==> config.mk <==
export PLATFORM = sky130hd
export DESIGN_NAME = fsm_sequencer
export DESIGN_NICKNAME = d
export VERILOG_FILES = /design/src/rtl/fsm_seq_pkg.sv /design/src/rtl/seq_shifter.sv /design/src/rtl/fsm_sequencer.sv
export SDC_FILE = /design/constraint.sdc
export NUM_CORES = 1
export LEC_CHECK = 0
export ABC_AREA = 0
export BUFFER_PORTS_ARGS = -buffer_cell sky130_fd_sc_hd__buf_4
export CORE_ASPECT_RATIO = 0.7
export CORE_MARGIN = 5
export CORE_UTILIZATION = 25
export CTS_BUF_LIST = sky130_fd_sc_hd__clkbuf_8 sky130_fd_sc_hd__clkbuf_16
export DETAILED_ROUTE_END_ITERATION = 10
export SLEW_MARGIN = 25
export SYNTH_ARGS = -nofsm -noshare
export SYNTH_HDL_FRONTEND = slang
export SYNTH_SLANG_ARGS = --single-unit
==> constraint.sdc <==
create_clock -name clk -period 3.9 [get_ports clk]
set_input_delay 0.39 -clock clk [delete_from_list [all_inputs] [get_ports clk]]
set_output_delay 0.39 -clock clk [all_outputs]
set_load 0.1 [all_outputs]
==> src/rtl/fsm_seq_pkg.sv <==
// Shared types and defaults for the fsm_sequencer stimulus controller.
// Consumers: fsm_sequencer, seq_shifter.
package fsm_seq_pkg;

  localparam int unsigned DEF_SEQ_LEN    = 32;
  localparam int unsigned DEF_RST_CYCLES = 1;

  typedef enum logic [1:0] {
    IDLE = 2'd0,
    HOLD = 2'd1,
    RUN  = 2'd2,
    DONE = 2'd3
  } state_t;

  // Width of a counter that must reach n-1; never narrower than one bit.
  function automatic int unsigned cnt_width(input int unsigned n);
    return (n < 2) ? 1 : $clog2(n);
  endfunction

endpackage

==> src/rtl/seq_shifter.sv <==
// Parallel-load, MSB-first shift register feeding one serial FSM input.
// The current bit is always the register MSB; each shift exposes the next one.
module seq_shifter
  import fsm_seq_pkg::*;
#(
  parameter int unsigned W = DEF_SEQ_LEN
) (
  input  logic         clk,
  input  logic         rst,
  input  logic         load,
  input  logic         shift,
  input  logic [W-1:0] din,
  output logic         msb
);

  logic [W-1:0] sr;

  // Load wins over shift so an accepted start always replays from the top bit.
  always_ff @(posedge clk or posedge rst) begin
    if (rst) begin
      sr <= '0;
    end else if (load) begin
      sr <= din;
    end else if (shift) begin
      sr <= {sr[W-2:0], 1'b0};
    end
  end

  assign msb = sr[W-1];

endmodule

==> src/rtl/fsm_sequencer.sv <==
// Stimulus controller: holds the lab FSM in reset, then streams two latched words
// MSB-first into it while counting nonzero fsm_y samples. Y_CAPTURE_EN adds y_hist.
module fsm_sequencer
  import fsm_seq_pkg::*;
#(
  parameter int unsigned SEQ_LEN    = DEF_SEQ_LEN,
  parameter int unsigned RST_CYCLES = DEF_RST_CYCLES
) (
  input  logic                           clk,
  input  logic                           rst,
  input  logic                           start,
  input  logic [SEQ_LEN-1:0]             seq_a,
  input  logic [SEQ_LEN-1:0]             seq_b,
  output logic                           fsm_rst,
  output logic                           fsm_a,
  output logic                           fsm_b,
  input  logic [1:0]                     fsm_y,
  output logic                           busy,
  output logic                           done,
  output logic [$clog2(SEQ_LEN+1)-1:0]   nz_cnt
`ifdef Y_CAPTURE_EN
  ,
  output logic [2*SEQ_LEN-1:0]           y_hist
`endif
);

  localparam int unsigned NZ_W   = $clog2(SEQ_LEN + 1);
  localparam int unsigned BIT_W  = cnt_width(SEQ_LEN);
  localparam int unsigned HOLD_W = cnt_width(RST_CYCLES);

  localparam logic [BIT_W-1:0]  LAST_BIT  = BIT_W'(SEQ_LEN - 1);
  localparam logic [HOLD_W-1:0] LAST_HOLD = HOLD_W'(RST_CYCLES - 1);

  state_t              state;
  state_t              state_nx;
  logic [BIT_W-1:0]    bit_cnt;
  logic [HOLD_W-1:0]   hold_cnt;
  logic                accept;
  logic                shift;
  logic                msb_a;
  logic                msb_b;
  logic                fsm_rst_nx;
  logic                fsm_a_nx;
  logic                fsm_b_nx;
  logic                busy_nx;
  logic                done_nx;

  assign accept = (state == IDLE) && start;
  assign shift  = (state_nx == RUN);

  seq_shifter #(.W(SEQ_LEN)) u_shift_a (
    .clk   (clk),
    .rst   (rst),
    .load  (accept),
    .shift (shift),
    .din   (seq_a),
    .msb   (msb_a)
  );

  seq_shifter #(.W(SEQ_LEN)) u_shift_b (
    .clk   (clk),
    .rst   (rst),
    .load  (accept),
    .shift (shift),
    .din   (seq_b),
    .msb   (msb_b)
  );

  always_ff @(posedge clk or posedge rst) begin
    if (rst) begin
      state <= IDLE;
    end else begin
      state <= state_nx;
    end
  end

  // Next state, plus the output values that state_nx will present once registered.
  always_comb begin
    state_nx   = state;
    fsm_rst_nx = 1'b1;
    fsm_a_nx   = 1'b0;
    fsm_b_nx   = 1'b0;
    busy_nx    = 1'b0;
    done_nx    = 1'b0;

    case (state)
      IDLE:    if (start) state_nx = HOLD;
      HOLD:    if (hold_cnt == LAST_HOLD) state_nx = RUN;
      RUN:     if (bit_cnt == LAST_BIT) state_nx = DONE;
      DONE:    state_nx = IDLE;
      default: state_nx = IDLE;
    endcase

    case (state_nx)
      HOLD: begin
        busy_nx = 1'b1;
      end
      RUN: begin
        fsm_rst_nx = 1'b0;
        busy_nx    = 1'b1;
        fsm_a_nx   = msb_a;
        fsm_b_nx   = msb_b;
      end
      DONE: begin
        fsm_rst_nx = 1'b0;
        busy_nx    = 1'b1;
        done_nx    = 1'b1;
      end
      default: ;
    endcase
  end

  // Cycle counters for HOLD and RUN; both rest at zero outside their state.
  always_ff @(posedge clk or posedge rst) begin
    if (rst) begin
      hold_cnt <= '0;
      bit_cnt  <= '0;
    end else begin
      hold_cnt <= (state == HOLD) ? hold_cnt + HOLD_W'(1) : '0;
      bit_cnt  <= (state == RUN)  ? bit_cnt + BIT_W'(1)   : '0;
    end
  end

  always_ff @(posedge clk or posedge rst) begin
    if (rst) begin
      fsm_rst <= 1'b1;
      fsm_a   <= 1'b0;
      fsm_b   <= 1'b0;
      busy    <= 1'b0;
      done    <= 1'b0;
    end else begin
      fsm_rst <= fsm_rst_nx;
      fsm_a   <= fsm_a_nx;
      fsm_b   <= fsm_b_nx;
      busy    <= busy_nx;
      done    <= done_nx;
    end
  end

  // fsm_y is sampled at the edge closing each RUN cycle; the result holds until the next start.
  always_ff @(posedge clk or posedge rst) begin
    if (rst) begin
      nz_cnt <= '0;
    end else if (accept) begin
      nz_cnt <= '0;
    end else if ((state == RUN) && (fsm_y != 2'b00)) begin
      nz_cnt <= nz_cnt + NZ_W'(1);
    end
  end

`ifdef Y_CAPTURE_EN
  always_ff @(posedge clk or posedge rst) begin
    if (rst) begin
      y_hist <= '0;
    end else if (accept) begin
      y_hist <= '0;
    end else if (state == RUN) begin
      y_hist <= {y_hist[2*SEQ_LEN-3:0], fsm_y};
    end
  end
`endif

endmodule

After elaboration in Yosys (flattened, before gate mapping) --
Cells that the tools add are included.
Storage, ports and cells: register bits after elaboration 83, bits in latches 0, bits in writable memories 0, ROM bits 0, bits of input ports 69, output and inout port bits 11, logic and storage cells 46, memories 0
Cells by class: $add $sub $neg 3, multiply operators 0, div/mod/pow operators 0, magnitude comparators 0, eq/ne operators 7, shift-type cells 0, mux-type cells 17, bitwise operators 0, reductions and logical operators 8
Operators with widths (count):
- 32-bit two-way mux | 4
- 6-bit two-way mux | 2
- 2-bit == test (second input constant) | 4
- 2-bit case mux with 4 select lines | 1
- 6-bit by 1-bit adder with 6-bit output (second input constant) | 1
- 1-bit two-way mux | 6
- 2-bit two-way mux | 3
- 2-bit nonzero test | 3
- 5-bit by 1-bit adder with 5-bit output (second input constant) | 1
- 5-bit == test (second input constant) | 1
- 5-bit two-way mux | 1
- 2-bit by 1-bit == test with 1-bit output (second input constant) | 2
- 3-bit OR reduction | 1
- 1-bit logical AND | 2
- 2-bit logical NOT | 1
- 2-bit OR reduction | 1
- 1-bit adder (second input constant) | 1

Longest topological paths before layout --
word-level depth 6, mapped depth 7, depth with buffers taken out 6

By module --
Synthesis repeated with hierarchy kept, for this count alone.
Unflattened totals: cell total of the unflattened synthesis 351, area total of the unflattened synthesis 3871.2 um^2
Modules (own cells, without submodules):
- seq_shifter | instances 2, cells an instance 140, area an instance 1519.0 um^2, sequential area each 800.8 um^2
- fsm_sequencer | instances 1, cells an instance 71, area an instance 833.3 um^2, sequential area each 476.7 um^2

Worst setup path before layout --
No wires, ideal clock.
path type register to register, from register nz_cnt[0], to register nz_cnt[4], setup time 0.132 ns, data arrival time 1.740 ns, slack 2.028 ns, cell stages (with the launch flop) 6, cells stage by stage dfrtp_1 ha_1 nand2_1 nor4_1 xnor2_1 nor2_1
Between the ends: word-level cells in the longest chain between the ends 3
Ends and longest elaborated chain:
- from (decl) | line fsm_sequencer.sv:20 | output logic [$clog2(SEQ_LEN+1)-1:0] nz_cnt
- from (signal assigned) | line fsm_sequencer.sv:147 | nz_cnt <= nz_cnt + NZ_W'(1);
- 6-bit by 1-bit adder with 6-bit output | line fsm_sequencer.sv:147
- 6-bit two-way mux | line fsm_sequencer.sv:146 | end else if ((state == RUN) && (fsm_y != 2'b00)) begin
- 6-bit two-way mux | line fsm_sequencer.sv:144 | end else if (accept) begin
No other way between the ends. The select of a mux whose other input is x is not followed. A chain may end at the register's enable or synchronous reset.

Worst setup path after layout --
from register bit_cnt[0], to register u_shift_a.sr[9]
Between the ends: word-level cells in the longest chain between the ends 5
Ends and longest elaborated chain:
- from (decl) | line fsm_sequencer.sv:36 | logic [BIT_W-1:0] bit_cnt;
- from (signal assigned) | line fsm_sequencer.sv:120 | bit_cnt <= (state == RUN) ? bit_cnt + BIT_W'(1) : '0;
- 5-bit == test | line fsm_sequencer.sv:89 | RUN: if (bit_cnt == LAST_BIT) state_nx = DONE;
- 2-bit two-way mux | line fsm_sequencer.sv:89
- 2-bit case mux with 4 select lines | line fsm_sequencer.sv:86 | case (state)
- 2-bit == test | line fsm_sequencer.sv:49 | assign shift = (state_nx == RUN);
- 2-bit nonzero test (no source line)
- to (signal assigned) | line seq_shifter.sv:23 | sr <= din;
- to (signal assigned) | line seq_shifter.sv:25 | sr <= {sr[W-2:0], 1'b0};
- to (decl) | line seq_shifter.sv:16 | logic [W-1:0] sr;
No other way between the ends.

==> run summary <==
Largest family of logic cells by synthesized area: multiplexers
Final min period: 2490 ps
Nets@finish: 430
Post-route DRC violation count: 0
IO buf count: 79
Clk root buf: clkbuf_16
Synth Area in Compound Gates: 1.20%
#FFs+latches synth: 83
ANT nets after route: 0
WL final: 8580 um
Syn_nets: 351
CTS Buf Count: 9
Worst hold path type: in -> async
Syn avg cell area: 15.3 um^2
H-tree levels: 3
Crit Path Class: reg -> reg
Post-DP HPWL: 5840 um
Top-area cell type share of the netlist area: 47.9%
Total gr overflow: 0
Transition time of the tightest slew-check pin: 728 ps
Post-Place Cells: 578
Critical Path Sink Type: flop
Xor/xnor share of the synthesized area: 1.43%
Ys async rst share: 100%
Most common cell in the synthesized netlist: dfrtp_1
Clk slew on worst S/H paths: 60 ps
RSZ-0062 raised after global routing: no
Simple-Gate Fraction of Synth Area: 5.61%
Gpl congestion: 0.730
Fmax: 401 MHz
Layout Cells excl Fill: 593
Final hold vios: 0
Synthesized area: 4280 um^2
Mux contribution to synthesized area: 37.9%
Vias in the first global route: 2718
Die W: 166 um
Seq/Total Area, Yosys: 48.5%
Fin. max-slew vios: 0
DIE HEIGHT: 119 um
Post-cts hold buffer count: 0
Largest net degree at the start of global routing: 55
Pwr/cell area: 862 nW/um^2
VDD IR max: 363 uV
Synth Area in Adders: 0.877%
Warnings, synthesis: 0
WL/cell: 14.5 um
Fin crit share: 63.9%
Post-Route Skew: 7.76 ps
Initial antenna violation count: 1
WP data required: 4120 ps
CP max FO: 33
Reg area: 2080 um^2
CTS tree: built
Setup Buffers After CTS: 0
GRT Util Overall: 9.17%
Setup TNS: 0 ps
TritonRoute pass-1 iters: 3
EDFF count, synth: 0
Top_reg_cell synth: dfrtp_1
Post-synthesis cell type count: 34
Place WS: 1370 ps
Die area: 19900 um^2
Outcome: complete, no violations
Max-slew headroom: 51.5%
Global-route wire length before repair: 14400 um
Reg-to-reg slack, setup: 1410 ps
Top post-synthesis cells by area: dfrtp_1 (48%), mux2_4 (21%), mux2_1 (16%)
Via density: 4.01
Initial Utilization: 25.2%
Fillers: 1689
First DRT Iteration DRCs: 69
Clock latency on the worst-skew pair: 340 ps
Antenna cells: 0
Core area: 17000 um^2
Critical Path Start Type: flop
Number of max-cap violations: 0
I/O pins: 80
Largest area contributor in the netlist: dfrtp_1
P&R area growth vs syn: 24.5%
Worst R2R Path Depth: 7
Longest Clk Path Bufs: 2
Post-Syn Instances: 279
Final worst setup slack: 1410 ps
Footprint of the multi-input gates: 2010 um^2
Most instantiated cells after synthesis: dfrtp_1 (82), mux2_1 (61), mux2_4 (60)
Leak pwr: 2.50 nW
Layout cells sized above 1: 45.9%
Setup-failing EPs final: 0
Worst Path Arrival: 2710 ps
Clock sinks: 83
Via count: 2378
Row cnt: 40
CTS resizes: 0
state kept, by name (all words and copies together), names as in the netlist:
register	flops
u_shift_a.sr	32
u_shift_b.sr	32
nz_cnt	6
bit_cnt	5
state	2
busy	1
done	1
fsm_a	1
fsm_b	1
fsm_rst	1
hold_cnt	1
logic make-up after synthesis:
family,after synthesis
multiplexers,124
flip-flops,83
adder cells (fa/ha/maj),3
XOR/XNOR,7
buffers and inverters,17
AND/OR/NAND/NOR,38
AO/OA/AOI/OAI,7
worst max-delay path, cell delays in order (launching register included):
cell	delay, ps
dfrtp_1	370
ha_1	180
and3_1	170
ha_1	270
nor2_8	80
nor2_8	590
buf_12	350
mux2_4	330
layout by cell type, fill, tap and decap left out, drive strengths merged:
| cell | count |
|---|---|
| bufinv | 1 |
| xnor2 | 6 |
| and3 | 1 |
| clkinv | 1 |
| o21ai | 1 |
| nand2b | 4 |
| a21oi | 2 |
| ha | 3 |
| mux2 | 124 |
| nor3 | 1 |
| o21bai | 1 |
| inv | 5 |
| nor2 | 16 |
| xor2 | 1 |
| clkbuf | 11 |
| nor3b | 1 |
| nand3 | 2 |
| nand4 | 1 |
| buf | 82 |
| and2 | 3 |
| dfrtp | 82 |
| dfstp | 1 |
| nor4 | 2 |
| nand2 | 2 |
| a22o | 2 |
| a21boi | 1 |
| nor2b | 5 |
path summary, 6_finish.rpt:
path                                 startpoint                      endpoint
max in group asynchronous                   rst   u_shift_a.sr[3]$_DFFE_PP0P_
hold / removal                              rst  u_shift_a.sr[14]$_DFFE_PP0P_
setup / recovery           bit_cnt[0]$_DFF_PP0_   u_shift_a.sr[9]$_DFFE_PP0P_
min in group clk                       seq_a[0]   u_shift_a.sr[0]$_DFFE_PP0P_
setup reg to reg           bit_cnt[0]$_DFF_PP0_   u_shift_a.sr[9]$_DFFE_PP0P_
hold reg to reg            bit_cnt[0]$_DFF_PP0_          bit_cnt[0]$_DFF_PP0_
metrics by stage:
| stage | cell area [um^2] | util, % | total power [mW] | hold slack (ps) |
|---|---|---|---|---|
| CTS | 5330 | 31.4 | 4.68 | 198 |
| global placement | 5030 | 29.7 | 3.72 | 448 |
| floorplan | 4280 | - | 3.55 | 432 |
| finish | 5330 | 31.4 | 4.59 | 157 |
| global route | 5330 | 31.4 | 4.90 | 239 |
| detailed placement | 5030 | 29.7 | 3.78 | 460 |
area by class of cell:
| cell class | count | share of cell area [%] |
|---|---|---|
| flip-flops and latches | 83 | 39.0 |
| clock buffers | 11 | 4.74 |
| inverters | 3 | 0.258 |
| clock inverters | 4 | 0.798 |
| repair buffers | 82 | 12.0 |
| well taps | 231 | 5.42 |
| multi-input cells | 179 | 37.8 |
report_power, final:
part           switching, mW  internal, mW  total, mW
combinational          0.952          1.29       2.24
clock                  0.337         0.522      0.859
sequential             0.213          1.28       1.49
total                   1.50          3.09       4.59
per-layer routing:
metal	share of wire [%]	track usage (%)	vias up
met5	0	0	-
met4	1.8	3.27	0
met3	4.9	3.75	11
met2	44	13.3	53
met1	50	12.3	1169
li1	-	-	1145
Power figures use the tool's default switching activity.
